$ cat config.mk
export PLATFORM = sky130hd
export DESIGN_NAME = control_sequencer_flat
export DESIGN_NICKNAME = d
export VERILOG_FILES = /design/src/rtl/control_sequencer_if.sv /design/src/rtl/control_sequencer.sv /design/src/flat_wrapper.sv
export SDC_FILE = /design/constraint.sdc
export NUM_CORES = 1
export LEC_CHECK = 0
export CAP_MARGIN = 15
export CELL_PAD_IN_SITES_DETAIL_PLACEMENT = 1
export CELL_PAD_IN_SITES_GLOBAL_PLACEMENT = 2
export CORE_AREA = 2 2 90 92
export DETAILED_ROUTE_END_ITERATION = 7
export DIE_AREA = 0 0 92 94
export GPL_TIMING_DRIVEN = 0
export PLACE_DENSITY_LB_ADDON = 0.1
export SYNTH_ARGS = -nofsm -noshare
export SYNTH_HDL_FRONTEND = slang
export SYNTH_SLANG_ARGS = --single-unit
$ cat constraint.sdc
create_clock -name clock -period 1.6 [get_ports clock]
set_input_delay 0.24 -clock clock [delete_from_list [all_inputs] [get_ports clock]]
set_output_delay 0.24 -clock clock [all_outputs]
set_load 0.02 [all_outputs]
$ cat src/rtl/control_sequencer_if.sv
// Datapath-side signals of the control sequencer: memory handshake, IR contents,
// strobes and register selects.
interface control_sequencer_if;
    logic        mem_ready;
    logic [31:0] ir;
    logic        PCout;
    logic        MARin;
    logic        IncPC;
    logic        MDRread;
    logic        MDRin;
    logic        MDRout;
    logic        IRin;
    logic        RYin;
    logic        RZinLo;
    logic        RZoutLo;
    logic        mem_read;
    logic [15:0] Rin;
    logic [15:0] Rout;

    modport master (
        input  mem_ready, ir,
        output PCout, MARin, IncPC, MDRread, MDRin, MDRout, IRin, RYin,
               RZinLo, RZoutLo, mem_read, Rin, Rout
    );

    modport slave (
        output mem_ready, ir,
        input  PCout, MARin, IncPC, MDRread, MDRin, MDRout, IRin, RYin,
               RZinLo, RZoutLo, mem_read, Rin, Rout
    );
endinterface

$ cat src/rtl/control_sequencer.sv
// Hardwired fetch/decode/execute sequencer for a bus-based datapath.
// Strobes decode from the state register, ir and mem_ready only.
module control_sequencer #(
    parameter int MEM_TIMEOUT = 255
) (
    input  logic                       clock,
    input  logic                       clear,
    input  logic                       run,
    control_sequencer_if.master        bus,
    output logic [3:0]                 state,
    output logic                       halted,
    output logic                       err
);

    typedef enum logic [3:0] {
        IDLE = 4'd0,
        T0   = 4'd1,
        T1   = 4'd2,
        T2   = 4'd3,
        T3   = 4'd4,
        T4   = 4'd5,
        T5   = 4'd6,
        HALT = 4'd7,
        ERR  = 4'd8
    } state_t;

    localparam logic [7:0] TIMEOUT = 8'(MEM_TIMEOUT);
    localparam logic [4:0] OP_HALT = 5'b11111;
    localparam logic [4:0] OP_NOP  = 5'b11110;

    state_t      cur;
    logic [7:0]  wait_cnt;
    logic [4:0]  opcode;
    logic [3:0]  ra, rb, rc;

    assign opcode = bus.ir[31:27];
    assign ra     = bus.ir[26:23];
    assign rb     = bus.ir[22:19];
    assign rc     = bus.ir[18:15];
    assign state  = cur;

    // NOTE: state registers use non-blocking assignments so every register samples pre-edge values.
    always_ff @(posedge clock) begin
        if (!clear) begin
            cur      <= IDLE;
            wait_cnt <= '0;
            halted   <= 1'b0;
            err      <= 1'b0;
        end else begin
            case (cur)
                IDLE: if (run) cur <= T0;
                T0: begin
                    cur      <= T1;
                    wait_cnt <= '0;
                end
                T1: begin
                    if (!bus.mem_ready) wait_cnt <= wait_cnt + 8'd1;
                    // A late mem_ready still wins over an expiring timeout.
                    if (bus.mem_ready) begin
                        cur <= T2;
                    end else if (wait_cnt == TIMEOUT) begin
                        cur <= ERR;
                        err <= 1'b1;
                    end
                end
                T2: cur <= T3;
                T3: begin
                    if (opcode == OP_HALT) begin
                        cur    <= HALT;
                        halted <= 1'b1;
                    end else if (opcode == OP_NOP) begin
                        cur <= run ? T0 : IDLE;
                    end else begin
                        cur <= T4;
                    end
                end
                T4: cur <= T5;
                T5: cur <= run ? T0 : IDLE;
                HALT, ERR: ;
                default: cur <= IDLE;
            endcase
        end
    end

    // In T3, ir already holds the word loaded by IRin at the end of T2.
    always_comb begin
        // NOTE: every output gets a default first so no path through the case infers a latch.
        bus.PCout    = 1'b0;
        bus.MARin    = 1'b0;
        bus.IncPC    = 1'b0;
        bus.MDRread  = 1'b0;
        bus.MDRin    = 1'b0;
        bus.MDRout   = 1'b0;
        bus.IRin     = 1'b0;
        bus.RYin     = 1'b0;
        bus.RZinLo   = 1'b0;
        bus.RZoutLo  = 1'b0;
        bus.mem_read = 1'b0;
        bus.Rin      = '0;
        bus.Rout     = '0;
        case (cur)
            T0: begin
                bus.PCout = 1'b1;
                bus.MARin = 1'b1;
                bus.IncPC = 1'b1;
            end
            T1: begin
                bus.mem_read = 1'b1;
                bus.MDRread  = 1'b1;
                bus.MDRin    = bus.mem_ready;
            end
            T2: begin
                bus.MDRout = 1'b1;
                bus.IRin   = 1'b1;
            end
            T3: begin
                if (opcode != OP_HALT && opcode != OP_NOP) begin
                    bus.Rout = 16'd1 << rb;
                    bus.RYin = 1'b1;
                end
            end
            T4: begin
                bus.Rout   = 16'd1 << rc;
                bus.RZinLo = 1'b1;
            end
            T5: begin
                bus.RZoutLo = 1'b1;
                bus.Rin     = 16'd1 << ra;
            end
            default: ;
        endcase
    end

endmodule
$ cat src/flat_wrapper.sv
// flat-port wrapper written by rule: the top's interface ports become plain ports
module control_sequencer_flat 
#(
    parameter int MEM_TIMEOUT = 255
)
  (clock, clear, run, state, halted, err, bus_mem_ready, bus_ir, bus_PCout, bus_MARin, bus_IncPC, bus_MDRread, bus_MDRin, bus_MDRout, bus_IRin, bus_RYin, bus_RZinLo, bus_RZoutLo, bus_mem_read, bus_Rin, bus_Rout);
  control_sequencer_if bus_i ();
  input  logic clock;
  input  logic clear;
  input  logic run;
  output logic [3:0] state;
  output logic halted;
  output logic err;
  input wire logic [$bits(bus_i.mem_ready)-1:0] bus_mem_ready;
  input wire logic [$bits(bus_i.ir)-1:0] bus_ir;
  output wire logic [$bits(bus_i.PCout)-1:0] bus_PCout;
  output wire logic [$bits(bus_i.MARin)-1:0] bus_MARin;
  output wire logic [$bits(bus_i.IncPC)-1:0] bus_IncPC;
  output wire logic [$bits(bus_i.MDRread)-1:0] bus_MDRread;
  output wire logic [$bits(bus_i.MDRin)-1:0] bus_MDRin;
  output wire logic [$bits(bus_i.MDRout)-1:0] bus_MDRout;
  output wire logic [$bits(bus_i.IRin)-1:0] bus_IRin;
  output wire logic [$bits(bus_i.RYin)-1:0] bus_RYin;
  output wire logic [$bits(bus_i.RZinLo)-1:0] bus_RZinLo;
  output wire logic [$bits(bus_i.RZoutLo)-1:0] bus_RZoutLo;
  output wire logic [$bits(bus_i.mem_read)-1:0] bus_mem_read;
  output wire logic [$bits(bus_i.Rin)-1:0] bus_Rin;
  output wire logic [$bits(bus_i.Rout)-1:0] bus_Rout;
  assign bus_i.mem_ready = bus_mem_ready;
  assign bus_i.ir = bus_ir;
  assign bus_PCout = bus_i.PCout;
  assign bus_MARin = bus_i.MARin;
  assign bus_IncPC = bus_i.IncPC;
  assign bus_MDRread = bus_i.MDRread;
  assign bus_MDRin = bus_i.MDRin;
  assign bus_MDRout = bus_i.MDRout;
  assign bus_IRin = bus_i.IRin;
  assign bus_RYin = bus_i.RYin;
  assign bus_RZinLo = bus_i.RZinLo;
  assign bus_RZoutLo = bus_i.RZoutLo;
  assign bus_mem_read = bus_i.mem_read;
  assign bus_Rin = bus_i.Rin;
  assign bus_Rout = bus_i.Rout;
  control_sequencer #(.MEM_TIMEOUT(MEM_TIMEOUT)) u_core (.clock(clock), .clear(clear), .run(run), .bus(bus_i), .state(state), .halted(halted), .err(err));
endmodule
==> Word-level counts from Yosys, hierarchy flattened <==
Cells that the tools add are included.
{ "op_classes": {"n_addsub": 1, "n_eq_ne": 16, "shifts": 3, "n_mux": 20, "bitwise_logic": 2, "reduce_logical": 8} }
{ "ops": {"columns": ["cell", "n"], "rows": [
  ["<< shifter 1 x 4 -> 16 bit, first input constant", 3],
  ["2-to-1 mux 16 bit", 2],
  ["one-hot mux 16 bit (2 select lines)", 1],
  ["one-hot mux 4 bit (8 select lines)", 1],
  ["2-to-1 mux 4 bit", 5],
  ["equality test 4 x 3 -> 1 bit, second input constant", 4],
  ["one-hot mux 8 bit (2 select lines)", 1],
  ["equality test 5 bit, second input constant", 2],
  ["!= test 5 bit, second input constant", 2],
  ["2-to-1 mux 1 bit", 9],
  ["adder 8 x 1 -> 8 bit, second input constant", 1],
  ["equality test 4 x 2 -> 1 bit, second input constant", 2],
  ["equality test 8 bit, second input constant", 1],
  ["2-to-1 mux 8 bit", 1],
  ["AND reduction 3 bit", 2],
  ["equality test 4 x 1 -> 1 bit, second input constant", 1],
  ["equality test 4 bit, second input constant", 1],
  ["logical NOT 4 bit", 1],
  ["!= test 2 bit, second input constant", 2],
  ["AND reduction 2 bit", 2],
  ["!= test 3 x 2 -> 1 bit, second input constant", 1],
  ["inverter 1 bit", 2],
  ["nonzero test 2 bit", 1],
  ["OR reduction 2 bit", 1],
  ["logical AND 1 bit", 1]
]} }
{ "word_totals": {"regBits": 14} }

==> Longest topological paths before layout <==
Gate-level depths: netlist (run 1).
{ "logic_depth": {"word_depth": 4, "mapped_depth": 6} }

==> Least setup slack after synthesis (run 1) <==
OpenSTA, ideal clock, no wires.
{ "synth_timing": {"path_type": "register to output", "start": "register u_core.cur[1], in the netlist u_core.state[1]", "end": "output port bus_Rin[0]", "arrival_time_ns": 2.126, "required_ns": 1.360, "setup_slack_ns": -0.766, "stages_incl_launch_ff": 6, "path_buffers": 1, "path_cell_list": "dfxtp_1 buf_4 nand2_1 nor3_2 or3b_1 nor3_1"} }
{ "synth_between": {"elab_chain_len": 2} }
{ "synth_rtl": {"columns": ["element", "line", "rtl"], "rows": [
  ["start, declared", "control_sequencer.sv:31", "state_t cur;"],
  ["start signal, assigned", "control_sequencer.sv:72", "cur <= run ? T0 : IDLE;"],
  ["start signal, assigned", "control_sequencer.sv:78", "T5: cur <= run ? T0 : IDLE;"],
  ["equality test 4 x 3 -> 1 bit", "control_sequencer.sv:101", "case (cur)"],
  ["2-to-1 mux 16 bit", "control_sequencer.sv:101", null],
  ["end, declared", "flat_wrapper.sv:27", "output wire logic [$bits(bus_i.Rin)-1:0] bus_Rin;"]
]} }
Every way passes these cells.

==> Worst setup path in the final report (run 1) <==
{ "layout_timing": {"start": "register u_core.cur[0], in the netlist u_core.state[0]", "end": "output port bus_Rout[1]"} }
{ "layout_between": {"elab_chain_len": 2, "elab_cells_between_ends": 3} }
{ "layout_rtl": {"columns": ["element", "line", "rtl"], "rows": [
  ["equality test 4 x 3 -> 1 bit", "control_sequencer.sv:101", null],
  ["one-hot mux 16 bit (2 select lines) (*)", "control_sequencer.sv:101", null],
  ["end, declared", "flat_wrapper.sv:28", "output wire logic [$bits(bus_i.Rout)-1:0] bus_Rout;"]
]} }
Mark *: on every way between the ends. The rest lies on a longest branch, timed or not.

==> results of run 1 <==
-- registers in the layout (all words and copies together), names as in the netlist --
| register | cells |
|---|---|
| u_core.err | 1 |
| u_core.halted | 1 |
| u_core.state | 4 |
| u_core.wait_cnt | 8 |
-- metal layers --
metal  vias up  global-route usage (%)
met4         0                    2.24
met3         2                    1.85
met1       806                    15.6
met5         -                       0
li1        836                       -
met2        44                    22.5
-- final timing paths --
check	start	to	slack (ns)	depth (start not counted)
worst max-delay path	u_core.state[0]$_SDFFE_PN0P_	bus_Rout[1]	-0.60	6
worst min-delay path	u_core.halted$_SDFFE_PN0P_	u_core.halted$_SDFFE_PN0P_	0.46	2
worst min register to register	u_core.halted$_SDFFE_PN0P_	u_core.halted$_SDFFE_PN0P_	0.46	2
worst max register to register	u_core.state[3]$_SDFFE_PN0P_	u_core.state[1]$_SDFFE_PN0P_	-0.11	7
-- power breakdown --
part / internal (mW) / switching, mW / total [mW]
sequential: 0.369 / 0.0226 / 0.392
combinational: 0.481 / 0.452 / 0.934
clock: 0.218 / 0.144 / 0.362
-- cell families (layout without fill, tap and decap cells) --
kind of cell	Yosys count	in the layout	synth area share [%]
simple gates	80	80	40.6
compound gates	39	39	22.5
buf+inv	16	139	7.55
flops	14	14	23.2
xor+xnor	7	7	5.07
fa+ha+maj	1	1	1.03
-- worst max-delay path, delay by kind of cell (launching register included) --
kind	cells	cell delay, ns
AND/OR/NAND/NOR	3	0.94
flip-flops	1	0.35
buffers and inverters	2	0.25
AO/OA/AOI/OAI	1	0.18
-- synthesized netlist by cell type, types with 2 or more instances --
| cell type | count | area [um2] |
|---|---|---|
| a21boi_0 | 2 | 15.0 |
| nand2b_1 | 7 | 43.8 |
| buf_4 | 6 | 45.0 |
| or3b_1 | 4 | 35.0 |
| nand4_1 | 2 | 12.5 |
| nor3_1 | 7 | 35.0 |
| o2111ai_1 | 4 | 35.0 |
| nor3b_1 | 3 | 22.5 |
| o22ai_1 | 16 | 100 |
| o21ai_0 | 4 | 20.0 |
| nor2b_1 | 3 | 18.8 |
| clkbuf_1 | 3 | 11.3 |
| nand2_1 | 8 | 30.0 |
| o211a_1 | 3 | 30.0 |
| inv_1 | 4 | 15.0 |
| dfxtp_1 | 14 | 280 |
| nand3b_1 | 6 | 45.0 |
| xor2_1 | 6 | 52.6 |
| nand3_1 | 4 | 20.0 |
| nor2_1 | 23 | 86.3 |
| o211ai_1 | 3 | 22.5 |
| or2_2 | 2 | 12.5 |
| and2_1 | 2 | 12.5 |
-- repair_timing --
| item | in CTS | in global routing |
|---|---|---|
| setup buffers | 29 | 25 |
| pin swaps | 20 | 19 |
| resized for setup | 271 | 47 |
| hold buffers | 0 | 0 |
| hold endpoints to repair | 0 | 0 |
| endpoints found under the setup margin | 51 | 55 |
-- final cells by class --
class | instances | area share (%)
Timing Repair Buffer | 121 | 38.5
Sequential cell | 14 | 9.39
Tap cell | 102 | 4.06
Clock buffer | 4 | 1.75
Buffer | 9 | 2.51
Multi-Input combinational cell | 127 | 43.1
Inverter | 5 | 0.677
==> results.md, run 1 <==
* IO Count at 85
* Leak at 1.16 nW
* Worst-Skew Late Latency at 0.25 ns
* Post-synthesis cell count at 157
* Crit path kind: flop to output pin
* Most common cell after layout, fill and taps aside: buf_6
* Core area at 7610 um2
* Clk pin slew, worst setup/hold paths at 0.07 ns
* DR WL met2 at 2880 um
* Multi-input gate area in the final layout at 1350 um2
* Prevailing post-synth register cell: dfxtp_1
* Worst vdd ir at 0.486 mV
* Crit path cell chain: nor4b_4 > and2_1 > buf_6 > or3b_4 > o22ai_4 > buf_6
* HPWL after DPL at 3920 um
* CP Max Fanout at 4
* Die Wd at 92 um
* Tcrit/Tclk final at 138%
* DRT Pass-1 Iters at 4
* DIE AREA at 8650 um2
* Worst Tran Pin Value at 0.522 ns
* Setup ws final at -0.601 ns
* Initial antenna violation count at 0
* Drt drc at 0
* Layout cell share with drive strength beyond 1 at 61.8%
* GRT Overall Usage at 12.4%
* DR WL/cell at 14.5 um
* Post-synth EDFFs at 0
* Post-synthesis register bit count at 14
* Setup Skew at 0.00309 ns
* Most frequent cells in the layout: buf_6, buf_4, clkdlybuf4s50_1
* Mapped Area at 1210 um2
* Longest Clk Path Bufs at 2
* Critical path arrival at 1.96 ns
* CP max-delay cell: or3b_4
* CTS Root Cell: clkbuf_8
* Total CTS buffers at 3
* Pre-CTS setup slack at -0.962 ns
* Metal1 wirelength at 2380 um
* CP endpoint kind: output pin
* Sequential area share after synthesis at 23.2%
* Final Max Slew Viols at 0
* Pwr/cell area at 537 nW/um2
* Total power at 1.69 mW
* Slew margin rel. at 65.1%
* Reg area at 295 um2
* WP data required at 1.36 ns
* Max-cap violations at 0
* Finished Layout Cells at 382
* Detailed Route Iter0 Violations at 10
* Final core utilization at 41.3%
* Port Buffers at 69
* Nets@finish at 318
* Post-synth ARST share at 0%
* Final setup fails at 51
* Largest net degree at the start of global routing at 11
* Initial Utilization at 15.9%
* Yosys cell types at 44
* Highest metal used: met4
* Crit path launch type: flop
* Synth warn at 0
* Cell Rows at 32
* H-tree depth at 1
* Hold Vio Cnt, Final at 0
* Global route total overflow at 0
* Outcome: finished, violations left
* Final wirelength at 5560 um
* Post-DP Area at 2400 um2
* Avg Cell Area, Syn at 7.71 um2
* Setup TNS at -16.50 ns
* Largest stage delay on the critical path at 0.44 ns
* Placed Cells at 328
* DRT antenna net count at 0
* Vias per cell at 4.42
* Failing checks: negative setup slack
* Gpl congestion at 0.739
* Peak Freq at 454 MHz
* ANT cells at 0
* Fin Hold WS at 0.455 ns
* Final min period at 2.20 ns
* RSZ-0062 raised after global routing: true
* Final instance area at 3140 um2
* Via count at 1688
* CTS tree: yes
* Post-Syn Nets at 194
* Top cell by count, worst path: buf_6
* P&R area growth vs syn at 160%
* Vias in the first global route at 1705
* # fillers at 832
* Die height at 94 um
* Worst min-delay path class: flop to flop
* Wire length on met3 at 275 um
* First-pass GRT wire length at 8720 um
* Clock sink count at 14
No activity file was read; power rests on OpenSTA's default activity.
==> run 2, diff against run 1 <==
--- a/config.mk
+++ b/config.mk
@@ -13,6 +13,7 @@
 export DIE_AREA = 0 0 92 94
 export GPL_TIMING_DRIVEN = 0
 export PLACE_DENSITY_LB_ADDON = 0.1
+export RECOVER_POWER = 25
 export SYNTH_ARGS = -nofsm -noshare
 export SYNTH_HDL_FRONTEND = slang
 export SYNTH_SLANG_ARGS = --single-unit
==> results.md, run 2 (synthesized netlist as in run 1, its figures left out) <==
* Outcome: finished, violations left
* Failing checks: negative setup slack
* CP max-delay cell: or3b_4
* H-tree depth at 1
* Cell Rows at 32
* Tcrit/Tclk final at 138%
* Initial Utilization at 15.9%
* Vias per cell at 4.40
* Cell depth of the worst flop-to-flop path at 7
* Worst hold start: u_core.halted$_SDFFE_PN0P_
* Setup ws final at -0.602 ns
* Grt peak-use layer: met2
* Layout cell share with drive strength beyond 1 at 61.8%
* Die height at 94 um
* Detailed Route Iter0 Violations at 9
* Leak at 1.14 nW
* Most frequent cells in the layout: buf_6, buf_4, clkdlybuf4s50_1
* Gpl congestion at 0.739
* CTS Hold Bufs at 0
* Most common cell after layout, fill and taps aside: buf_6
* Drt drc at 0
* Worst min-delay path class: flop to flop
* Initial antenna violation count at 0
* Final instance area at 3130 um2
* Max-cap violations at 0
* Largest net degree at the start of global routing at 11
* WP data required at 1.36 ns
* Max reg flops at 8
* Worst vdd ir at 0.486 mV
* Critical path arrival at 1.96 ns
* Crit path launch type: flop
* Placed Cells at 328
* Worst Setup SP: u_core.state[0]$_SDFFE_PN0P_
* Worst-Skew Late Latency at 0.25 ns
* Port Buffers at 69
* Clk pin slew, worst setup/hold paths at 0.07 ns
* Final wirelength at 5560 um
* CP Max Fanout at 4
* Crit path cell chain: nor4b_4 > and2_1 > buf_6 > or3b_4 > o22ai_4 > buf_6
* DRT antenna net count at 0
* Post-DP Area at 2400 um2
* Global routing met2 resource utilization at 22.5%
* Global route total overflow at 0
* First-pass GRT wire length at 8720 um
* Final min period at 2.20 ns
* RSZ-0062 raised after global routing: true
* Hold Vio Cnt, Final at 0
* Final Max Slew Viols at 0
* M3 GR Usage at 1.85%
* Worst R2R Start: u_core.state[3]$_SDFFE_PN0P_
* CP delay by family, top: simple AND/OR/NAND/NOR gates
* IO Count at 85
* Top cell by count, worst path: buf_6
* Finished Layout Cells at 382
* Slew margin rel. at 65.1%
* Worst Tran Pin Value at 0.522 ns
* DIE AREA at 8650 um2
* HPWL after DPL at 3920 um
* CTS Root Cell: clkbuf_8
* CTS tree: yes
* CP endpoint kind: output pin
* Hold Path Depth at 2
* Die Wd at 92 um
* Longest Clk Path Bufs at 2
* CP Depth at 6
* Biggest register: u_core.wait_cnt
* Via count at 1681
* DR WL/cell at 14.6 um
* Largest stage delay on the critical path at 0.44 ns
* P&R area growth vs syn at 159%
* Peak Freq at 454 MHz
* Buf/Inv on CP at 2
* Total power at 1.68 mW
* GRT Overall Usage at 12.4%
* Clock sink count at 14
* Setup Skew at 0.00349 ns
* Vias in the first global route at 1705
* Nets@finish at 318
* Crit path kind: flop to output pin
* Met1 usage at 15.6%
* ANT cells at 0
* Total CTS buffers at 3
* Pwr/cell area at 536 nW/um2
* Core area at 7610 um2
* DRT Pass-1 Iters at 4
* Final setup fails at 50
## run 2: changes by cell type in the layout (fill, tap and decap cells not counted)
cell | before | now
dlymetal6s2s_1 | 1 | 0
clkbuf_1 | 1 | 2
## run 2: path summary, 6_finish.rpt
check        slack (ns)                           end
min                0.46    u_core.halted$_SDFFE_PN0P_
max reg2reg       -0.11  u_core.state[1]$_SDFFE_PN0P_
max               -0.60                   bus_Rout[1]
min reg2reg        0.46    u_core.halted$_SDFFE_PN0P_
## run 2: where the power goes
part,internal [mW],total (mW),switching [mW]
registers,0.369,0.392,0.0228
logic,0.475,0.927,0.452
clock network,0.218,0.362,0.144
## run 2: routing by layer
layer | routed length (um) | share of wire (%) | vias up
li1 | - | - | 836
met3 | 271 | 4.9 | 2
met1 | 2390 | 43 | 801
met2 | 2880 | 52 | 42
met5 | 0 | 0 | -
met4 | 20 | 0.36 | 0
## run 2: per-stage QoR
stage / setup slack (ns) / hold WS [ns] / utilization [%] / setup TNS [ns]
2_1_floorplan: -0.364 / 0.428 / - / -7.61
3_3_place_gp: -0.963 / 0.446 / 31.5 / -31.65
3_5_place_dp: -0.962 / 0.452 / 31.5 / -31.50
4_1_cts: -0.672 / 0.463 / 37.4 / -16.18
5_1_grt: -0.709 / 0.500 / 41.2 / -21.19
6_report: -0.602 / 0.455 / 41.2 / -16.49
## run 2: worst register-to-register path: cells and delay by family, from the launching register on
kind	cells	cell delay [ns]
and+or+nand+nor	2	0.61
DFF	1	0.36
AOI/OAI and AO/OA	2	0.33
buffers and inverters	3	0.33
## run 2: final cells by class
type | count | area [um2]
fillers | 833 | 4470
clock buffers | 4 | 55.1
plain buffers | 9 | 78.8
repair buffers | 121 | 1200
inverters | 5 | 21.3
multi-input cells | 127 | 1350
flip-flops and latches | 14 | 295
well taps | 102 | 128
## run 2: timing repair
action                                  CTS  global route
resized for setup                       271            47
pin swaps                                20            19
buffers inserted                         29            25
endpoints found under the setup margin   51            55
